$ cat src/rtl/mul_result_collector_if.sv
// Stream bundle for the product collector: a beat input stream and a result output stream.
// The slave modport is the collector; the master modport is the producer/consumer side.
interface mul_result_collector_if #(
    parameter int Nbits = 4,
    parameter int Ndata = 8,
    parameter int Nmul  = 2
);
    localparam int PW = 2 * Nbits;
    localparam int BW = (Ndata / Nmul) * PW;
    localparam int SW = PW + $clog2(Ndata);

    logic                  in_valid;
    logic                  in_ready;
    logic [BW-1:0]         in_data;
    logic                  out_valid;
    logic                  out_ready;
    logic [Ndata*PW-1:0]   out_vec;
    logic [SW-1:0]         out_sum;

    modport master (
        output in_valid, in_data, out_ready,
        input  in_ready, out_valid, out_vec, out_sum
    );

    modport slave (
        input  in_valid, in_data, out_ready,
        output in_ready, out_valid, out_vec, out_sum
    );
endinterface

$ cat src/rtl/mul_result_collector.sv
// Collects Nmul beats of unsigned products into one vector and accumulates their sum,
// then holds the assembled result until the consumer takes it.
module mul_result_collector #(
    parameter int Nbits = 4,
    parameter int Ndata = 8,
    parameter int Nmul  = 2
) (
    input  logic                     clk,
    input  logic                     reset,
    input  logic                     clear,
    mul_result_collector_if.slave    bus
);
    localparam int PW = 2 * Nbits;
    localparam int NE = Ndata / Nmul;
    localparam int BW = NE * PW;
    localparam int SW = PW + $clog2(Ndata);
    localparam int CW = (Nmul > 1) ? $clog2(Nmul) : 1;
    localparam logic [CW-1:0] LAST_BEAT = CW'(Nmul - 1);

    typedef enum logic {COLLECT, HOLD} state_t;

    state_t              state_reg;
    logic [CW-1:0]       cnt_reg;
    logic [SW-1:0]       acc_reg;
    logic [Ndata*PW-1:0] vec_reg;

    // Adder chain over the products of the incoming beat, widened to the sum width.
    logic [SW-1:0] part_sum [NE+1];
    assign part_sum[0] = '0;

    generate
        for (genvar gi = 0; gi < NE; gi++) begin : g_beat_sum
            assign part_sum[gi+1] = part_sum[gi] + SW'(bus.in_data[gi*PW +: PW]);
        end
    endgenerate

    always_ff @(posedge clk or negedge reset) begin
        if (!reset) begin
            state_reg <= COLLECT;
            cnt_reg   <= '0;
            acc_reg   <= '0;
            vec_reg   <= '0;
        end else if (clear) begin
            state_reg <= COLLECT;
            cnt_reg   <= '0;
            acc_reg   <= '0;
            vec_reg   <= '0;
        end else begin
            case (state_reg)
                COLLECT: begin
                    if (bus.in_valid) begin
                        vec_reg[int'(cnt_reg)*BW +: BW] <= bus.in_data;
                        acc_reg <= acc_reg + part_sum[NE];
                        if (cnt_reg == LAST_BEAT) begin
                            state_reg <= HOLD;
                            cnt_reg   <= '0;
                        end else begin
                            cnt_reg <= cnt_reg + CW'(1);
                        end
                    end
                end
                HOLD: begin
                    // out_vec is deliberately kept; only the counter and sum restart.
                    if (bus.out_ready) begin
                        state_reg <= COLLECT;
                        cnt_reg   <= '0;
                        acc_reg   <= '0;
                    end
                end
                default: state_reg <= COLLECT;
            endcase
        end
    end

    assign bus.in_ready  = (state_reg == COLLECT);
    assign bus.out_valid = (state_reg == HOLD);
    assign bus.out_vec   = vec_reg;
    assign bus.out_sum   = acc_reg;
endmodule

$ cat src/flat_wrapper.sv
// flat-port wrapper written by rule: the top's interface ports become plain ports
module mul_result_collector_flat 
#(
    parameter int Nbits = 4,
    parameter int Ndata = 8,
    parameter int Nmul  = 2
)
  (clk, reset, clear, bus_in_valid, bus_in_data, bus_out_ready, bus_in_ready, bus_out_valid, bus_out_vec, bus_out_sum);
  mul_result_collector_if #(.Nbits(Nbits), .Ndata(Ndata), .Nmul(Nmul)) bus_i ();
  input  logic clk;
  input  logic reset;
  input  logic clear;
  input wire logic [$bits(bus_i.in_valid)-1:0] bus_in_valid;
  input wire logic [$bits(bus_i.in_data)-1:0] bus_in_data;
  input wire logic [$bits(bus_i.out_ready)-1:0] bus_out_ready;
  output wire logic [$bits(bus_i.in_ready)-1:0] bus_in_ready;
  output wire logic [$bits(bus_i.out_valid)-1:0] bus_out_valid;
  output wire logic [$bits(bus_i.out_vec)-1:0] bus_out_vec;
  output wire logic [$bits(bus_i.out_sum)-1:0] bus_out_sum;
  assign bus_i.in_valid = bus_in_valid;
  assign bus_i.in_data = bus_in_data;
  assign bus_i.out_ready = bus_out_ready;
  assign bus_in_ready = bus_i.in_ready;
  assign bus_out_valid = bus_i.out_valid;
  assign bus_out_vec = bus_i.out_vec;
  assign bus_out_sum = bus_i.out_sum;
  mul_result_collector #(.Nbits(Nbits), .Ndata(Ndata), .Nmul(Nmul)) u_core (.clk(clk), .reset(reset), .clear(clear), .bus(bus_i));
endmodule
$ cat config.mk
export PLATFORM = sky130hd
export DESIGN_NAME = mul_result_collector_flat
export DESIGN_NICKNAME = d
export VERILOG_FILES = /design/src/rtl/mul_result_collector_if.sv /design/src/rtl/mul_result_collector.sv /design/src/flat_wrapper.sv
export SDC_FILE = /design/constraint.sdc
export NUM_CORES = 1
export LEC_CHECK = 0
export CAP_MARGIN = 30
export CORE_MARGIN = 3
export CORE_UTILIZATION = 45
export DETAILED_ROUTE_END_ITERATION = 10
export GPL_TIMING_DRIVEN = 0
export PLACE_DENSITY = 0.76
export REMOVE_ABC_BUFFERS = 1
export SLEW_MARGIN = 40
export SYNTH_ARGS = -nofsm -noshare
export SYNTH_HDL_FRONTEND = slang
export SYNTH_SLANG_ARGS = --single-unit
$ cat constraint.sdc
create_clock -name clk -period 5.8 [get_ports clk]
set_input_delay 0.58 -clock clk [delete_from_list [all_inputs] [get_ports clk]]
set_output_delay 0.58 -clock clk [all_outputs]
set_load 0.005 [all_outputs]
# Word-level counts from Yosys, hierarchy flattened
# Index checks and enable logic that the tools add are counted.
# word_totals
inputBits	37
elab_cells	37
register_bits	77
output_inout_bits	77
# op_classes
bitwise_logic	1
n_reduce_logical	3
n_mux	18
n_shift	2
eq_ne	3
n_addsub	6
# op_table
operator	n
$mux 64	3
$bwmux 64	1
$shift 32x33->64 const A	1
$shiftx 32x33->64	1
$mux 11	3
$neg 6->33	1
$add 11x8->11	2
$pmux 11 s2	1
$add 11x11->11	1
$add 8x8->9	1
$mux 1	8
$ne 3x3->1 const B	2
$pmux 1 s2	2
$reduce_and 2->1	2
$ne 2x2->1 const B	1
$reduce_bool 2->1	1
$add 1x1->1 const B	1
$not 1->1	1

# Longest topological paths before layout
# logic_depth
ltp_word	7
depth_mapped	19
ltp_nobuf	19

# Worst setup path after synthesis
# OpenSTA, ideal clock, no wires.
# synth_timing
kind	input-to-reg
startpoint	input bus_in_data[0]
endpoint	register u_core.acc_reg[10] (netlist: u_core.bus.out_sum[10])
setup_ns	0.137
path_stages	19
t_required_ns	5.663
setup_slack_ns	1.566
n_path_buf	0
t_arrival_ns	4.097
cell_sequence	ha_1 inv_1 fa_1 nor2b_1 o21ai_0 a21oi_1 o21a_1 or3_1 nand2_1 fa_1 fa_1 inv_1 ha_1 nand4_1 nor4b_1 nor2_2 mux2i_1 a311oi_1 o211ai_1
# synth_via
elab_chain_len	7
# synth_rtl
element	line	source
start: declaration	flat_wrapper.sv:14	input wire logic [$bits(bus_i.in_data)-1:0] bus_in_data;
$add 8x8->9	mul_result_collector.sv:33	assign part_sum[gi+1] = part_sum[gi] + SW'(bus.in_data[gi*PW +: PW]);
$add 11x8->11 (2 in series)	mul_result_collector.sv:33	
$add 11x11->11	mul_result_collector.sv:53	acc_reg <= acc_reg + part_sum[NE];
$mux 11	mul_result_collector.sv:51	if (bus.in_valid) begin
$pmux 11 s2	mul_result_collector.sv:49	case (state_reg)
$mux 11	mul_result_collector.sv:43	end else if (clear) begin
end signal: assignment	mul_result_collector.sv:53	
end: declaration	mul_result_collector.sv:24	logic [SW-1:0] acc_reg;
# No other way between the ends. The select of a mux whose other input is x is not followed.
# A chain may end at the register's enable or synchronous reset.

# Worst setup path in the final report
# layout_timing
startpoint	input bus_in_data[1]
endpoint	register u_core.acc_reg[10] (netlist: u_core.bus.out_sum[10])
# Same word-level chain as after synthesis.

==> out/qor.yml <==
outcome:
  status: "finished clean"
finish:
  num-nets-final: 530
  syn_to_final_growth_pct: 37.9
  fin_cells: 564
  most-common-layout-cells: "112 x clkdlybuf4s50_1, 77 x dfrtp_1, 64 x a22o_1"
  largest_reg_flops: 64
  drive_gt1_share_pct: 6.54
  n_fill_cell: 669
  final_area_um2: 5420
  final_common_cell: "clkdlybuf4s50_1"
  n_antenna_cell: 0
clocking:
  clk_latency_ns: 0.35
  post-cts-setup-buffer-count: 0
  root_buffer: "clkbuf_8"
  cts_sinks: 77
  htree_levels: 3
  ctsHoldBuffers: 0
  cts_buffers: 9
  cts.repair.resized: 0
  clk_pin_slew_worst_paths_ns: 0.09
  cts_tree: "done"
  clk_path_buf_depth: 2
critical_path:
  path_delay_family: "adder cells"
  path_max_fanout: 5
  critical_path_required_ns: 6.01
  path_class: "in -> reg"
  end_kind: "register"
  cp_cell_sequence: "clkdlybuf4s50_1 -> ha_1 -> a21oi_1 -> nor2b_1 -> o21ai_0 -> a21oi_1 -> o41ai_1 -> xor2_1 -> fa_1 -> fa_1 -> inv_1 -> ha_1 -> nand4_1 -> nor4b_1 -> nor2_2 -> mux2i_1 -> a311oi_1 -> o211ai_1"
  cp_slowest_cell: "clkdlybuf4s50_1"
  crit_buf_inv: 2
  worstPathArrival_ns: 5.05
  crit_path_max_incr_delay_ns: 0.56
  crit_path_start_kind: "input pin"
drt:
  dr.pass1.iters: 4
  post-route-drc-count: 0
  via_count: 3083
  ant_nets: 0
  postRouteWirelength_mm: 9.49
  wl_per_cell_um: 16.8
  drt_iter0_drc: 93
  via_per_inst: 5.47
place:
  placed_area_um2: 5260
  portBuffers: 113
  dp_cells: 549
  place_hpwl_mm: 7.04
  gp_congestion: 0.807
global_route:
  grt_pass1_vias: 3228
  antenna_found_initial: 0
  grt_pass1_wl_mm: 16.1
  grt_max_degree: 45
  grt_usage_pct: 20.4
  gr-total-overflow: 0
floorplan:
  start_util_pct: 47.1
  core-area_um2: 8340
  fp-row-count: 33
  die_area_um2: 9890
  die_width_um: 99.5
  die_h_um: 99.5
  ioPinCount: 114
sta:
  setup_tns_ns: 0
  setup_violations: 0
  skew_ns: 0.0109
  period_share_pct: 83.4
  slew_viol_final: 0
  hold_violations: 0
  period_minus_slack_ns: 4.84
  rsz0062_at_grt: "no"
  worstMarginPinSlew_ns: 0.655
  clock.fmax_mhz: 207
  max_slew_margin_pct: 56.2
logic_synthesis:
  yosys-top-cells-area: "dfrtp_1 49%, a22o_1 14%, fa_1 8.7%"
  ys_types: 39
  syn_avg_cell_area_um2: 11.5
  ys_warn_count: 0
  synth_area_leader_cell: "dfrtp_1"
  synth_cells: 341
  synth-seq-cells: 77
  synth-compound-area-share_pct: 21.4
  synth_top_flop_cell: "dfrtp_1"
  synth_top_cell_area_share_pct: 49.0
  synth_simple_gate_area_share_pct: 6.62
  ys_seq_area_share_pct: 49.0
  synth_fa_ha_area_share_pct: 15.3
  synth-edff-count: 0
  synth_top_family_by_area: "compound AO/OA/AOI/OAI gates"
  syn_area_um2: 3930
  synth_xor_area_share_pct: 2.01
  synthMuxAreaShare_pct: 0.255
  synthArstFlopShare_pct: 100
pwr:
  ir_drop_uv: 163
  p_comb_share_pct: 42.3
  power_frac_clock_pct: 20.8
  p_leak_nw: 2.52
  seqPwrFrac_pct: 36.9
  sw_frac_of_total_pct: 35.9
  cell_internal_pwr_w: 0.00109
  power_switching_w: 0.000610
  powerDensity_nw_per_um2: 313
job:
  cap_violations: 0
min_path:
  holdCritPathClass: "in -> async"
area by class of cell:
type / count / area (µm²) / area share, %
repair buffers: 117 / 1220 / 22.6
clock inverters: 6 / 38.8 / 0.716
well taps: 105 / 131 / 2.42
multi-input cells: 210 / 1830 / 33.7
inverters: 40 / 150 / 2.77
flip-flops and latches: 77 / 1930 / 35.5
clock buffers: 9 / 124 / 2.29
worst paths after layout:
kind | slack (ns) | cells past startpoint | to | startpoint
max | 0.96 | 18 | u_core.bus.out_sum[10]$_DFFE_PN0P_ | bus_in_data[1]
min | 0.11 | 1 | u_core.bus.out_vec[0]$_DFFE_PN0P_ | reset
max reg2reg | 2.93 | 9 | u_core.bus.out_sum[9]$_DFFE_PN0P_ | u_core.bus.out_sum[1]$_DFFE_PN0P_
min reg2reg | 0.51 | 1 | u_core.bus.out_vec[12]$_DFFE_PN0P_ | u_core.bus.out_vec[12]$_DFFE_PN0P_
max in group asynchronous | 5.15 | 2 | u_core.bus.out_vec[63]$_DFFE_PN0P_ | reset
min in group clk | 0.51 | 1 | u_core.bus.out_vec[12]$_DFFE_PN0P_ | u_core.bus.out_vec[12]$_DFFE_PN0P_
cells by family after synthesis:
family	Yosys count
simple gates	55
fa+ha+maj	38
buf+inv	54
mux	1
compound gates	107
xor+xnor	9
flops	77
metrics by stage:
stage / utilization [%] / setup slack (ns) / total power (W) / hold WS [ns]
final: 65.0 / 0.961 / 0.00170 / 0.107
after global routing: 65.0 / 0.524 / 0.00183 / 0.111
after CTS: 65.0 / 0.948 / 0.00171 / 0.108
after detailed placement: 63.0 / 0.617 / 0.00135 / 0.490
after global placement: 61.5 / 0.680 / 0.00132 / 0.488
after floorplan: - / 1.57 / 0.00109 / 0.284
power groups by stage:
stage               logic (W)  clock network (W)  registers [W]
floorplan            0.000454                  0       0.000635
global placement     0.000690                  0       0.000634
detailed placement   0.000716                  0       0.000636
CTS                  0.000725           0.000363       0.000626
global route         0.000804           0.000389       0.000636
finish               0.000719           0.000353       0.000626
metal layers:
metal  share of wire [%]  vias up  GRT usage, %
li1                    -     1433             -
met1                  46     1537          28.6
met2                  46       91          31.3
met3                 5.4       22          3.58
met4                 2.9        0          8.61
met5                   0        -             0
Yosys cell counts, types with 4 or more instances:
| cell type | n |
|---|---|
| dfrtp_1 | 77 |
| a22o_1 | 64 |
| inv_1 | 40 |
| nand2_1 | 22 |
| ha_1 | 21 |
| fa_1 | 17 |
| o21ai_0 | 14 |
| nor2_1 | 13 |
| a21oi_1 | 9 |
| buf_2 | 8 |
| xor2_1 | 8 |
| clkbuf_1 | 6 |
| nand2b_1 | 4 |
Note: power is estimated with default switching activity, not from simulation.
